**src/rtl/snake_head_ctrl.sv**
```systemverilog
`default_nettype none
// ============================================================================
// Module   : snake_head_ctrl
// Purpose  : Snake head-motion engine: button sync, reversal filter, speed
//            tick and grid stepping. Define SNAKE_WRAP_EN for wrapping walls.
// Revision : 1.0 - initial release
// ============================================================================
module snake_head_ctrl #(
    parameter int GRID_W     = 32,
    parameter int GRID_H     = 24,
    parameter int X_W        = 5,
    parameter int Y_W        = 5,
    parameter int TICK_DIV   = 50000,
    parameter int SPEED_LVLS = 8,
    parameter int SPEED_W    = 3,
    parameter int START_X    = 16,
    parameter int START_Y    = 12
) (
    input  logic               Clk,
    input  logic               Rst,
    input  logic [3:0]         i_Push,
    input  logic               i_Pause,
    input  logic [SPEED_W-1:0] i_Speed,
    input  logic               i_Restart,
    output logic [X_W-1:0]     o_HeadX,
    output logic [Y_W-1:0]     o_HeadY,
    output logic [1:0]         o_Dir,
    output logic               o_Step,
    output logic               o_Dead,
    output logic [1:0]         o_State
);

    localparam int TMR_W = $clog2(TICK_DIV * SPEED_LVLS + 1);

    localparam logic [X_W-1:0]   X_MAX      = X_W'(GRID_W - 1);
    localparam logic [Y_W-1:0]   Y_MAX      = Y_W'(GRID_H - 1);
    localparam logic [X_W-1:0]   X_START    = X_W'(START_X);
    localparam logic [Y_W-1:0]   Y_START    = Y_W'(START_Y);
    localparam logic [TMR_W-1:0] PERIOD_RST = TMR_W'(TICK_DIV * SPEED_LVLS);

    localparam logic [1:0] DIR_UP    = 2'd0;
    localparam logic [1:0] DIR_DOWN  = 2'd1;
    localparam logic [1:0] DIR_LEFT  = 2'd2;
    localparam logic [1:0] DIR_RIGHT = 2'd3;

`ifdef SNAKE_WRAP_EN
    localparam logic WRAP = 1'b1;
`else
    localparam logic WRAP = 1'b0;
`endif

    typedef enum logic [1:0] {
        ST_IDLE  = 2'd0,
        ST_RUN   = 2'd1,
        ST_PAUSE = 2'd2,
        ST_DEAD  = 2'd3
    } state_t;

    state_t             state_q, state_d;
    logic [3:0]         sync1_q, sync1_d;
    logic [3:0]         sync2_q, sync2_d;
    logic [3:0]         prev_q, prev_d;
    logic [1:0]         dir_q, dir_d;
    logic [1:0]         pend_q, pend_d;
    logic [X_W-1:0]     x_q, x_d;
    logic [Y_W-1:0]     y_q, y_d;
    logic               step_q, step_d;
    logic               dead_q, dead_d;
    logic [TMR_W-1:0]   timer_q, timer_d;
    logic [TMR_W-1:0]   period_q, period_d;

    logic [3:0]         press;
    logic               press_any;
    logic [1:0]         press_dir;
    logic               reversal;
    logic [31:0]        spd_ext;
    logic [31:0]        spd_clamp;
    logic [TMR_W-1:0]   period_new;
    logic [X_W-1:0]     nx;
    logic [Y_W-1:0]     ny;
    logic               hit_wall;
    logic               period_end;

    // Buttons are active-low, so a press is a falling edge after the synchroniser.
    assign press     = prev_q & ~sync2_q;
    assign press_any = |press;

    always_comb begin
        press_dir = DIR_RIGHT;
        if (press[0])      press_dir = DIR_UP;
        else if (press[1]) press_dir = DIR_DOWN;
        else if (press[2]) press_dir = DIR_LEFT;
        else               press_dir = DIR_RIGHT;
    end

    // Same axis (bit 1) but different direction means a 180-degree turn.
    assign reversal = (press_dir[1] == dir_q[1]) && (press_dir != dir_q);

    always_comb begin
        spd_ext    = 32'(i_Speed);
        spd_clamp  = (spd_ext > 32'(SPEED_LVLS - 1)) ? 32'(SPEED_LVLS - 1) : spd_ext;
        period_new = TMR_W'(32'(TICK_DIV) * (32'(SPEED_LVLS) - spd_clamp));
    end

    assign period_end = (timer_q == (period_q - TMR_W'(1)));

    always_comb begin
        nx       = x_q;
        ny       = y_q;
        hit_wall = 1'b0;
        case (pend_q)
            DIR_UP: begin
                if (y_q == '0) begin
                    ny       = Y_MAX;
                    hit_wall = 1'b1;
                end else begin
                    ny = y_q - Y_W'(1);
                end
            end
            DIR_DOWN: begin
                if (y_q == Y_MAX) begin
                    ny       = '0;
                    hit_wall = 1'b1;
                end else begin
                    ny = y_q + Y_W'(1);
                end
            end
            DIR_LEFT: begin
                if (x_q == '0) begin
                    nx       = X_MAX;
                    hit_wall = 1'b1;
                end else begin
                    nx = x_q - X_W'(1);
                end
            end
            default: begin
                if (x_q == X_MAX) begin
                    nx       = '0;
                    hit_wall = 1'b1;
                end else begin
                    nx = x_q + X_W'(1);
                end
            end
        endcase
    end

    always_comb begin
        state_d  = state_q;
        sync1_d  = i_Push;
        sync2_d  = sync1_q;
        prev_d   = sync2_q;
        dir_d    = dir_q;
        pend_d   = pend_q;
        x_d      = x_q;
        y_d      = y_q;
        step_d   = 1'b0;
        dead_d   = dead_q;
        timer_d  = timer_q;
        period_d = period_q;

        if (i_Restart) begin
            state_d = ST_IDLE;
            dir_d   = DIR_RIGHT;
            pend_d  = DIR_RIGHT;
            x_d     = X_START;
            y_d     = Y_START;
            dead_d  = 1'b0;
            timer_d = '0;
        end else begin
            case (state_q)
                ST_IDLE: begin
                    timer_d  = '0;
                    period_d = period_new;
                    if (press_any) begin
                        dir_d   = press_dir;
                        pend_d  = press_dir;
                        state_d = ST_RUN;
                    end
                end
                ST_RUN: begin
                    if (i_Pause) begin
                        state_d = ST_PAUSE;
                    end else begin
                        if (period_end) begin
                            timer_d  = '0;
                            period_d = period_new;
                            dir_d    = pend_q;
                            if (hit_wall && !WRAP) begin
                                dead_d  = 1'b1;
                                state_d = ST_DEAD;
                            end else begin
                                x_d    = nx;
                                y_d    = ny;
                                step_d = 1'b1;
                            end
                        end else begin
                            timer_d = timer_q + TMR_W'(1);
                        end
                        // Compared against the current heading, so it only steers the next step.
                        if (press_any && !reversal) begin
                            pend_d = press_dir;
                        end
                    end
                end
                ST_PAUSE: begin
                    if (!i_Pause) begin
                        state_d = ST_RUN;
                    end
                end
                default: begin
                    state_d = ST_DEAD;
                end
            endcase
        end
    end

    always_ff @(posedge Clk or negedge Rst) begin
        if (!Rst) begin
            state_q  <= ST_IDLE;
            sync1_q  <= 4'hF;
            sync2_q  <= 4'hF;
            prev_q   <= 4'hF;
            dir_q    <= DIR_RIGHT;
            pend_q   <= DIR_RIGHT;
            x_q      <= X_START;
            y_q      <= Y_START;
            step_q   <= 1'b0;
            dead_q   <= 1'b0;
            timer_q  <= '0;
            period_q <= PERIOD_RST;
        end else begin
            state_q  <= state_d;
            sync1_q  <= sync1_d;
            sync2_q  <= sync2_d;
            prev_q   <= prev_d;
            dir_q    <= dir_d;
            pend_q   <= pend_d;
            x_q      <= x_d;
            y_q      <= y_d;
            step_q   <= step_d;
            dead_q   <= dead_d;
            timer_q  <= timer_d;
            period_q <= period_d;
        end
    end

    assign o_HeadX = x_q;
    assign o_HeadY = y_q;
    assign o_Dir   = dir_q;
    assign o_Step  = step_q;
    assign o_Dead  = dead_q;
    assign o_State = state_q;

endmodule
`default_nettype wire

```
**config.mk**
```make
export PLATFORM = sky130hd
export DESIGN_NAME = snake_head_ctrl
export DESIGN_NICKNAME = d
export VERILOG_FILES = /design/src/rtl/snake_head_ctrl.sv
export SDC_FILE = /design/constraint.sdc
export NUM_CORES = 1
export LEC_CHECK = 0
export ABC_AREA = 1
export CAP_MARGIN = 20
export CELL_PAD_IN_SITES_DETAIL_PLACEMENT = 1
export CELL_PAD_IN_SITES_GLOBAL_PLACEMENT = 1
export CORE_MARGIN = 2
export CORE_UTILIZATION = 45
export DETAILED_ROUTE_END_ITERATION = 6
export PLACE_DENSITY = 0.87
export SYNTH_ARGS = -nofsm -noshare
export SYNTH_HDL_FRONTEND = slang
export SYNTH_SLANG_ARGS = --single-unit
```
**constraint.sdc**
```tcl
create_clock -name Clk -period 3 [get_ports Clk]
set_input_delay 0.3 -clock Clk [delete_from_list [all_inputs] [get_ports Clk]]
set_output_delay 0.3 -clock Clk [all_outputs]
set_load 0.01 [all_outputs]
```
After elaboration in Yosys (flattened, before gate mapping):

Cells that the tools add are included.

* add/subtract/negate cells: 7
* multipliers: 1
* div/mod/pow operators: 0
* $lt $le $gt $ge: 0
* equal/unequal tests: 21
* shifts and indexed selects: 0
* mux-type cells: 57
* bitwise operators: 3
* reductions and logical operators: 23

Operators with widths (number)
* $mux W19: 5
* $pmux W19 S2: 2
* $mux W5: 14
* $mul A12 B32 Y15 const A: 1
* $mux W2: 15
* $pmux W5 S2: 2
* $reduce_and A4 Y1: 5
* $add A19 B1 Y19 const B: 1
* $eq A19 B19 Y1: 1
* $sub A19 B1 Y19 const B: 1
* $mux W1: 15
* $ne A3 B3 Y1 const B: 5
* $add A5 B1 Y5 const B: 2
* $eq A5 B5 Y1 const B: 2
* $logic_not A5 Y1: 2
* $reduce_and A5 Y1: 2
* $sub A5 B1 Y5 const B: 2
* $ne A4 B4 Y1 const B: 2
* $pmux W2 S2: 2
* $reduce_bool A2 Y1: 4
* $ne A2 B2 Y1 const B: 3
* $pmux W2 S3: 1
* $reduce_bool A3 Y1: 2
* $sub A4 B3 Y5 const A: 1
* 15 further kinds: 20

* bits in registers: 68
* latch bits: 0
* bits in writable memories: 0
* bits in read-only memories: 0
* word-level logic and storage cells: 124
* memories: 0

Depth between registers and ports, before layout:

Gate-level depths: netlist (run 1).

* depth in word-level cells: 13
* depth in mapped cells: 17

Worst setup path after synthesis (run 1):

Ideal clock, no wire load.

* kind: input-to-reg
* start point: input port i_Speed[0]
* end point: register period_q[17]
* library setup time: 0.069 ns
* data arrival time: 3.232 ns
* slack: -0.301 ns
* stages on the path: 16
* path buffers: 0
* cell sequence: inv_1 ha_1 xnor2_1 inv_1 ha_1 inv_1 fa_1 inv_1 ha_1 fa_1 a21oi_1 nor2_1 o21ai_0 a21oi_1 xnor2_1 o21ai_2

* word-level cells in the longest chain between the ends: 5

RTL lines
* from (decl): line 23 `input logic [SPEED_W-1:0] i_Speed,`
* $sub A4 B3 Y5 *: line 102 `period_new = TMR_W'(32'(TICK_DIV) * (32'(SPEED_LVLS) - spd_clamp));`
* $mul A12 B32 Y15 *: line 102
* $mux W19: line 184 `if (period_end) begin`
* $mux W19: line 181 `if (i_Pause) begin`
* $pmux W19 S2 *: line 170 `case (state_q)`
* to (signal assigned): line 243 `period_q <= period_d;`
* to (decl): line 70 `logic [TMR_W-1:0] period_q, period_d;`

Mark *: on every way between the ends. The rest lies on a longest branch, timed or not. The select of a mux whose other input is x is not followed.
A chain may end at the register's enable or synchronous reset.

Worst setup path in the final report (run 1):

Same ends and word-level chain as after synthesis.

==> run metrics, run 1 <==
Final Setup Violations 6; vias per std cell 5.576; Die X 108.9 um; setup slack, reg-to-reg 0.16 ns; Worst VDD drop 404.1 uV; clock latency on the worst-skew pair 0.36 ns; total grt overflow 0; detailed-route DRC error count 0; initial core utilization 45.88%; vias in the first global route 5032; # rows 38; Final Wtd Congestion 0.8515; GRT Overall Usage 26.78%; commonest cells after routing, fill and taps aside nand2_1 (176), inv_1 (81), nand3_1 (68); slew margin rel. 61.36%; fillers 1369; H-tree depth 3; final wirelength 16.97 mm; area leader, netlist dfrtp_1; routed length per instance 19.38 um; endpoints failing hold 0; crit path capture period_q[17]; worst endpoint required time 3.29 ns; Final period util 107.2%; Post-Syn Instances 663; Crit. Startpoint i_Speed[0]; post-synthesis net count 708; first-pass GRT wire length 24.69 mm; Synth Flop Type dfrtp_1; Synth Register Bits 64; asr flop ratio synth 100.0%; TritonCTS clock tree built; I/O pins 27; CTS sink count 64; synth warn 0; crit end category flip-flop; Leakage 2.877 nW; setup slack after layout -0.2161 ns; Worst-path clk slew 0.08 ns; # port buffers 26; Core Region 0.01079 mm2; number of enable flip-flop cells after synthesis 0; clock skew 0.007785 ns; first-pass iteration count of the detailed router 5; failing checks negative setup slack; Synth top area share 19.71%; area growth from synthesis to layout 20.59%; pwr dens 575.3 mW/mm2; total CTS buffers 9; Antenna Nets Post-Route 0; fmax 310.9 MHz; total power 3.436 mW; Root Buffer clkbuf_8; Max FO, Critical Path 4; Antenna Cells 0; DRT iter0 DRCs 255; CP startpoint kind primary input; R2R Path Start period_q[4]; number of max-cap violations 0; status finished, violations left; r2r worst-path depth 13; die height 108.9 um; Layout Nets 776; commonest non-fill, non-tap cell in the layout nand2_1; minimum clock period 3.216 ns; Critical Path AT 3.51 ns; largest cells by area after synthesis dfrtp_1 (20%), nand2_1 (13%), dfstp_2 (13%); share of layout cells above drive strength 1 21.88%; Final HPWL DP 10.70 mm; register area share after synthesis 32.97%; via count 4885; Hold Crit Class primary input to flip-flop; Crit Path Class primary input to flip-flop; number of unique standard cell types used by synthesis 44; initial antenna violation count 0; Syn Area/Cell 7.469 um2; Fin Hold WS 0.3397 ns; r2r endpoint period_q[13]; Synth Cell Area 0.004952 mm2; largest net degree at the start of global routing 65; Longest Clk Path Bufs 2; Slew @ Worst Pin 0.5745 ns; Max Slew Vio Count 0; DIE AREA 0.01186 mm2
[state kept, by name (all words and copies together) (netlist names), 2 cells and up]
name and flops:
o_State 2, o_HeadX 5, o_Dir 2, timer_q 19, o_HeadY 5, prev_d 4
period_q 15, sync1_q 4, prev_q 4, pend_q 2
[cells by family after synthesis]
kind of cell / synth area share, %
AOI/OAI and AO/OA: 5.812
xor gates and xnor gates: 6.367
and+or+nand+nor: 37.24
muxes: 0.2021
DFF: 32.97
adders and majority gates: 8.893
buffers and inverters: 8.514
[synthesized netlist by cell type (11+ instances only)]
cell type	count
nor2_1	59
nand4_1	15
nor2_4	15
dfrtp_1	39
nand3_1	68
xnor2_1	12
xor2_1	24
inv_1	84
nor3_1	11
nand2_1	177
dfstp_2	25
ha_1	32
a21oi_1	16
[worst max-delay path, cell delays in order]
cell and delay, ns:
clkbuf_2 0.10, inv_2 0.05, ha_4 0.29, xnor2_4 0.24, inv_2 0.06, ha_1 0.29
inv_1 0.11, fa_1 0.63, inv_1 0.12, ha_4 0.19, fa_2 0.39, a21oi_4 0.16
nor2_1 0.07, o21ai_2 0.14, a21oi_2 0.09, xnor2_1 0.13, o21ai_2 0.13
[per-stage QoR]
step	cells	TNS (ns)	util, %	worst slack, ns	area, um2
finish	876	-0.7001	55.33	-0.2161	5972
global placement	849	-3.192	51.77	-0.5588	5588
detailed placement	849	-4.540	51.77	-0.7280	5588
global route	876	-1.034	55.33	-0.2592	5972
CTS	871	0	54.30	0.0001605	5861
floorplan	663	0	-	0.008622	4989
[routing by layer]
| metal | vias to the layer above | global-route usage, % | part of all wire (%) |
|---|---|---|---|
| li1 | 2254 | - | - |
| met1 | 2444 | 31.54 | 40 |
| met2 | 127 | 49.16 | 51 |
| met3 | 60 | 3.646 | 3.1 |
| met4 | 0 | 9.982 | 5.8 |
| met5 | - | 0 | 0 |
[repair_timing]
item | CTS | global route
hold endpoints to repair | 39 | 0
hold buffers | 1 | 0
setup buffers | 5 | 5
pin swaps | 11 | 9
resized for setup | 10 | 16
endpoints found under the setup margin | 7 | 22
[how the worst min path moves through the flow]
| stage | cells past startpoint | startpoint | to | slack (ns) |
|---|---|---|---|---|
| 2_1_floorplan | 0 | Rst | o_Dead | 0.004 |
| 3_3_place_gp | 2 | Rst | period_q[4] | 0.34 |
| 3_5_place_dp | 2 | Rst | period_q[4] | 0.35 |
| 4_1_cts | 1 | i_Push[0] | sync1_q[0] | 0.33 |
| 5_1_grt | 1 | i_Push[3] | sync1_q[3] | 0.34 |
| 6_report | 1 | i_Push[0] | sync1_q[0] | 0.34 |
[report_power, final]
| part | internal [mW] | total [mW] | switching, mW |
|---|---|---|---|
| logic | 0.527 | 1.51 | 0.982 |
| clock network | 0.381 | 0.757 | 0.376 |
| registers | 1.00 | 1.17 | 0.171 |
| total | 1.91 | 3.44 | 1.53 |
[area by class of cell]
cell class	count	area (um2)	area share, %
Clock buffer	10	127.6	2.137
Clock inverter	6	61.31	1.027
Inverter	92	347.8	5.824
Multi-Input combinational cell	498	3055	51.16
Sequential cell	64	1633	27.34
Tap cell	140	175.2	2.933
Timing Repair Buffer	66	571.8	9.575
(Power assumes the default switching activity.)
==> run 2, diff against run 1 <==
- CORE_UTILIZATION: 45 -> 49
- PLACE_DENSITY: 0.87 -> 0.93
- clock period: 3 -> 4.1 ns (I/O delays scaled with it)
==> run 2 against run 1 <==
Effect of this change:
- the run now ends clean
- setup slack improved by 0.40 ns
- flip-flop and latch count is the same
- final cell count fell by 4.5%
- core utilization grew 1.6 points
- clock power down 24%
- critical path depth stayed put
- critical path type unchanged
- combinational power fell by 36%
- routed wire length down 10%
- clock skew is 0.0020 ns lower
==> run metrics, run 2 (synthesis results as in run 1) <==
status finished, final reports clean; Worst VDD drop 265.3 uV (-34%); Antenna Cells 0 (unchanged); Hold Crit Class primary input to async pin; number of max-cap violations 0 (unchanged); initial antenna violation count 0 (unchanged); detailed-route DRC error count 0 (unchanged); routed length per instance 18.24 um (-5.9%); commonest cells after routing, fill and taps aside nand2_1 (177), inv_1 (84), nand3_1 (68); clock latency on the worst-skew pair 0.37 ns (about the same); total CTS buffers 9 (unchanged); top sig layer met4; DR WL met3 461 um (-13%); area growth from synthesis to layout 12.38%; slew margin rel. 48.09% (-13 points); GRT Overall Usage 29.06% (+2.3 points); total grt overflow 0 (unchanged); Fin Hold WS 0.05650 ns (-0.2832 ns); commonest non-fill, non-tap cell in the layout nand2_1; I/O pins 27 (unchanged); largest net degree at the start of global routing 40 (-38%); Final HPWL DP 11.00 mm (+2.8%); Post-DP Area 0.005360 mm2 (-4.1%); vias per std cell 5.591 (+0.27%); post-CTS sizing 0 (-10); DR WL met2 7.981 mm (-7.2%); Final period util 95.59%; Crit Path Class primary input to flip-flop; Final Setup Violations 0 (-6); TritonCTS clock tree built; combinational share of power 40.3% (-3.6 points); Reg power frac 35.7% (+1.6 points); Root Buffer clkbuf_8; final instance area 0.005565 mm2 (-6.8%); Layout Nets 744 (-4.1%); DRT iter0 DRCs 237 (-7.1%); Final Wtd Congestion 0.8644 (+1.5%); Critical Path AT 4.22 ns (+0.71 ns); share of layout cells above drive strength 1 15.34% (-6.5 points); die height 104.5 um (-4.0%); first-pass iteration count of the detailed router 4 (-1); Reg with most FFs timer_q; post-CTS setup buffers 0 (-5); Leakage 2.704 nW (-6.0%); Core Region 0.009774 mm2 (-9.4%); Worst-path clk slew 0.08 ns (about the same); clock skew 0.005758 ns (-0.002027 ns); pwr dens 428.0 mW/mm2 (-26%); clock power share 24.1% (+2.1 points); worst endpoint required time 4.40 ns (+1.11 ns); DIE AREA 0.01093 mm2 (-7.9%); CTS sink count 64 (unchanged); Max Slew Vio Count 0 (unchanged); Slew @ Worst Pin 0.7757 ns (+0.2013 ns); final wirelength 15.27 mm (-10%); Cell Int Power 1.350 mW (-29%); Longest Clk Path Bufs 2 (unchanged); switching power 1.032 mW (-32%); vias in the first global route 5172 (+2.8%); max reg flops 19 (unchanged); H-tree depth 3 (unchanged); met1 WL 6.177 mm (-10%); crit end category flip-flop; CP startpoint kind primary input; Antenna Nets Post-Route 0 (unchanged); fmax 255.2 MHz; endpoints failing hold 0 (unchanged); # rows 36 (-5.3%); minimum clock period 3.919 ns; # port buffers 26 (unchanged); cts hold-fix bufs 0 (-1); Die X 104.5 um (-4.0%); RSZ-0062 raised after global routing false; largest registers timer_q (19), period_q (15); initial core utilization 50.67% (+4.8 points); via count 4680 (-4.2%); Max FO, Critical Path 4 (unchanged); first-pass GRT wire length 25.21 mm (+2.1%); switching portion of total power 43.32% (-1.2 points)
[run 2: cell count changes in the layout (fill, tap and decap cells not counted), sizes merged]
cell           delta
buf              -31
clkbuf            -1
clkdlybuf4s50     +3
clkinv            -1
dlygate4sd2       -1
dlygate4sd3       -1
[run 2: final timing paths]
| path | startpoint | end | slack [ns] | cells after the start |
|---|---|---|---|---|
| worst max-delay path | i_Speed[0] | period_q[17] | 0.18 | 17 |
| min in group Clk | sync1_q[1] | prev_d[1] | 0.36 | 0 |
| worst max register to register | period_q[4] | timer_q[15] | 1.07 | 15 |
| worst min-delay path | Rst | period_q[5] | 0.06 | 1 |
| max in group asynchronous | Rst | o_HeadX[4] | 3.06 | 2 |
| worst min register to register | sync1_q[1] | prev_d[1] | 0.36 | 0 |
[run 2: critical path, stage by stage]
cell             delay, ns
clkdlybuf4s50_1       0.48
inv_1                 0.08
ha_1                  0.37
xnor2_1               0.26
inv_1                 0.09
ha_1                  0.28
inv_1                 0.07
fa_1                  0.56
inv_1                 0.05
ha_1                  0.22
fa_1                  0.42
a21oi_1               0.28
nor2_1                0.07
o21ai_0               0.19
a21oi_1               0.12
xnor2_1               0.15
o21ai_2               0.13
[run 2: power groups by stage]
stage | Combinational (mW) | Sequential (mW) | Clock, mW
global route | 1.07 | 0.860 | 0.607
global placement | 0.846 | 0.848 | 0
detailed placement | 0.924 | 0.853 | 0
floorplan | 0.697 | 0.820 | 0
finish | 0.959 | 0.849 | 0.574
CTS | 0.950 | 0.846 | 0.576
[run 2: through the flow]
step / worst slack [ns] / utilization, % / total power, mW / instances / setup TNS (ns)
6_report: 0.1809 / 56.94 / 2.382 / 837 / 0
4_1_cts: 0.1880 / 56.86 / 2.372 / 837 / 0
2_1_floorplan: 0.6891 / - / 1.517 / 663 / 0
3_3_place_gp: 0.1245 / 54.84 / 1.694 / 821 / 0
3_5_place_dp: -0.1279 / 54.84 / 1.778 / 821 / -0.2779
5_1_grt: 0.05097 / 56.94 / 2.532 / 837 / 0
[run 2: area by class of cell]
class	count	area (um2)
Multi-Input combinational cell	498	2905
Clock buffer	11	141.4
Inverter	92	347.8
Timing Repair Buffer	34	315.3
Fill cell	1272	4209
Sequential cell	64	1633
Tap cell	133	166.4
Clock inverter	5	56.30
[run 2: per-layer routing]
layer  vias to the layer above  GRT usage, %
met5                         -             0
met4                         0         12.74
met3                        55         5.240
met2                       104         54.15
met1                      2335         32.01
li1                       2186             -
==> run 3, diff against run 2 <==
- CORE_UTILIZATION: 49 -> 45
- PLACE_DENSITY: 0.93 -> 0.87
==> run 3 against run 2 <==
Effect of this change:
- the flow now finishes with violations (negative hold slack)
- design area is 0.67% higher
- flip-flop and latch count stayed put
- routed wire length is 12% lower
- via count is 4.3% lower
- maximum frequency is 3.4% higher
- global-route usage is 4.3 points lower
- sequential share of layout area is 0.20 points lower
- critical path depth stayed put
- largest power group unchanged
==> run metrics, run 3 (synthesis results as in run 1) <==
cts hold-fix bufs 0 (unchanged); first-pass GRT wire length 22.87 mm (-9.3%); H-tree depth 3 (unchanged); final setup TNS 0 ns (unchanged); critical path's slowest cell fa_1; total power 2.396 mW (+0.61%); commonest cells after routing, fill and taps aside nand2_1 (177), inv_1 (84), nand3_1 (68); initial antenna violation count 0 (unchanged); post-CTS sizing 0 (unchanged); CTS sink count 64 (unchanged); worst endpoint required time 4.39 ns (about the same); total CTS buffers 9 (unchanged); Hold Crit Class primary input to async pin; Final Wtd Congestion 0.8465 (-2.1%); # rows 38 (+5.6%); via count 4478 (-4.3%); Root Buffer clkbuf_8; # port buffers 26 (unchanged); first-pass iteration count of the detailed router 4 (unchanged); Critical Path AT 4.08 ns (-0.14 ns); routed length per instance 15.93 um (-13%); Cell Int Power 1.396 mW (+3.4%); r2r worst-path depth 15 (unchanged); initial core utilization 45.88% (-4.8 points); vias in the first global route 4838 (-6.5%); Longest Clk Path Bufs 2 (unchanged); die height 108.9 um (+4.2%); switching portion of total power 41.76% (-1.6 points); Worst-path clk slew 0.08 ns (about the same); final wirelength 13.47 mm (-12%); setup slack, reg-to-reg 1.16 ns (+0.09 ns); crit end category flip-flop; CP peak stage delay 0.51 ns (-0.05 ns); Final HPWL DP 10.27 mm (-6.6%); commonest non-fill, non-tap cell in the layout nand2_1; Bufs and invs on worst path 4 (-1); met1 WL 5.924 mm (-4.1%); slew margin rel. 59.47% (+11 points); Max FO, Critical Path 4 (unchanged); Core Region 0.01079 mm2 (+10%); Slew @ Worst Pin 0.6080 ns (-0.1677 ns); ordered list of cells on the worst path clkdlybuf4s50_1 -> inv_1 -> ha_1 -> ha_1 -> ha_1 -> ha_1 -> inv_1 -> fa_1 -> inv_1 -> ha_1 -> fa_1 -> a21oi_1 -> nor2_1 -> o21ai_0 -> a21oi_1 -> xnor2_1 -> o21ai_2; post-CTS setup buffers 0 (unchanged); Fin Hold WS -0.003024 ns (-0.05952 ns); Die X 108.9 um (+4.2%); DRT iter0 DRCs 202 (-15%); I/O pins 27 (unchanged); RSZ-0062 raised after global routing false; most frequent CP cell ha_1; Max Slew Vio Count 0 (unchanged); multi-input combinational cell area 0.002905 mm2 (unchanged); DR WL met2 7.000 mm (-12%); area growth from synthesis to layout 13.14%; clock skew 0.009072 ns (+0.003314 ns); Final Setup Violations 0 (unchanged); detailed-route DRC error count 0 (unchanged); Worst VDD drop 279.7 uV (+5.4%); clock power share 26.3% (+2.2 points); switching power 1.001 mW (-3.0%); GRT Overall Usage 24.76% (-4.3 points); register area 0.001633 mm2 (unchanged); TritonCTS clock tree built; total grt overflow 0 (unchanged); pwr dens 427.7 mW/mm2 (about the same); status finished, violations left; max reg flops 19 (unchanged); Layout Nets 745 (+0.13%); cell family with the largest share of critical-path delay adder cells; Reg with most FFs timer_q; Antenna Cells 0 (unchanged); minimum clock period 3.789 ns (-0.1301 ns); final instance area 0.005603 mm2 (+0.67%); DR WL met3 288 um (-38%); fmax 263.9 MHz (+3.4%); endpoints failing hold 1 (+1); Leakage 2.719 nW (+0.57%); failing checks negative hold slack; DIE AREA 0.01186 mm2 (+8.5%); CP startpoint kind primary input; r2r endpoint timer_q[17]; Reg power frac 35.4% (-0.3 points); largest registers timer_q (19), period_q (15); largest net degree at the start of global routing 47 (+18%); top sig layer met4; fillers 1368 (+7.5%); combinational share of power 38.3% (-2.0 points); share of layout cells above drive strength 1 15.60% (+0.26 points); Final period util 92.41% (-3.2 points); Crit Path Class primary input to flip-flop; clock latency on the worst-skew pair 0.36 ns (about the same); R2R Path Start period_q[4]; Antenna Nets Post-Route 0 (unchanged); number of max-cap violations 0 (unchanged); Post-DP Area 0.005376 mm2 (+0.30%); vias per std cell 5.299 (-5.2%)
-- run 3: area by class of cell --
type / count / area share, %
multi-input combinational: 498 / 51.85
timing repair buffer: 35 / 5.762
clock buffer: 9 / 2.211
sequential: 64 / 29.14
tap: 140 / 3.126
clock inverter: 7 / 1.697
inverter: 92 / 6.208
-- run 3: metrics by stage --
| stage | worst slack [ns] | hold WS (ns) | instances | utilization [%] |
|---|---|---|---|---|
| global placement | 0.1400 | 0.3454 | 829 | 49.81 |
| detailed placement | -0.1185 | 0.3487 | 829 | 49.81 |
| CTS | 0.2668 | 0.01773 | 845 | 51.84 |
| floorplan | 0.6891 | 0.1144 | 663 | - |
| finish | 0.3111 | -0.003024 | 845 | 51.91 |
| global route | 0.01191 | 0.02770 | 845 | 51.91 |
-- run 3: power by group through the flow --
stage          Clock [mW]  Sequential [mW]  Combinational (mW)
4_1_cts             0.638            0.846               0.919
6_report            0.631            0.848               0.917
5_1_grt             0.666            0.858                1.04
2_1_floorplan           0            0.820               0.697
3_3_place_gp            0            0.849               0.851
3_5_place_dp            0            0.855               0.902
-- run 3: layer usage --
layer  vias to the layer above  global-route usage, %
met5                         -                      0
met2                        54                  45.74
met3                        24                  4.901
li1                       2188                      -
met1                      2212                  28.69
met4                         0                  7.326
-- run 3: worst max-delay path by stage --
stage | end | slack [ns] | start | cells past startpoint
6_report | period_q[17] | 0.31 | i_Speed[1] | 17
5_1_grt | period_q[17] | 0.01 | i_Speed[1] | 17
4_1_cts | period_q[18] | 0.27 | i_Speed[1] | 17
3_5_place_dp | period_q[18] | -0.12 | i_Speed[1] | 17
3_3_place_gp | period_q[17] | 0.14 | i_Speed[1] | 17
2_1_floorplan | period_q[17] | 0.69 | i_Speed[0] | 16
-- run 3: worst reg2reg max path, stage by stage (launching register included) --
cell and delay (ns):
dfrtp_1 0.43, inv_1 0.16, ha_1 0.31, nand2_1 0.12, nor2_1 0.26, nand2_1 0.10
nand2_1 0.10, nand2_1 0.07, nor2_2 0.18, nand2_2 0.09, nor2_4 0.12, nand4_4 0.14
nand2_4 0.16, inv_4 0.07, nor2_8 0.38, nor2_1 0.11
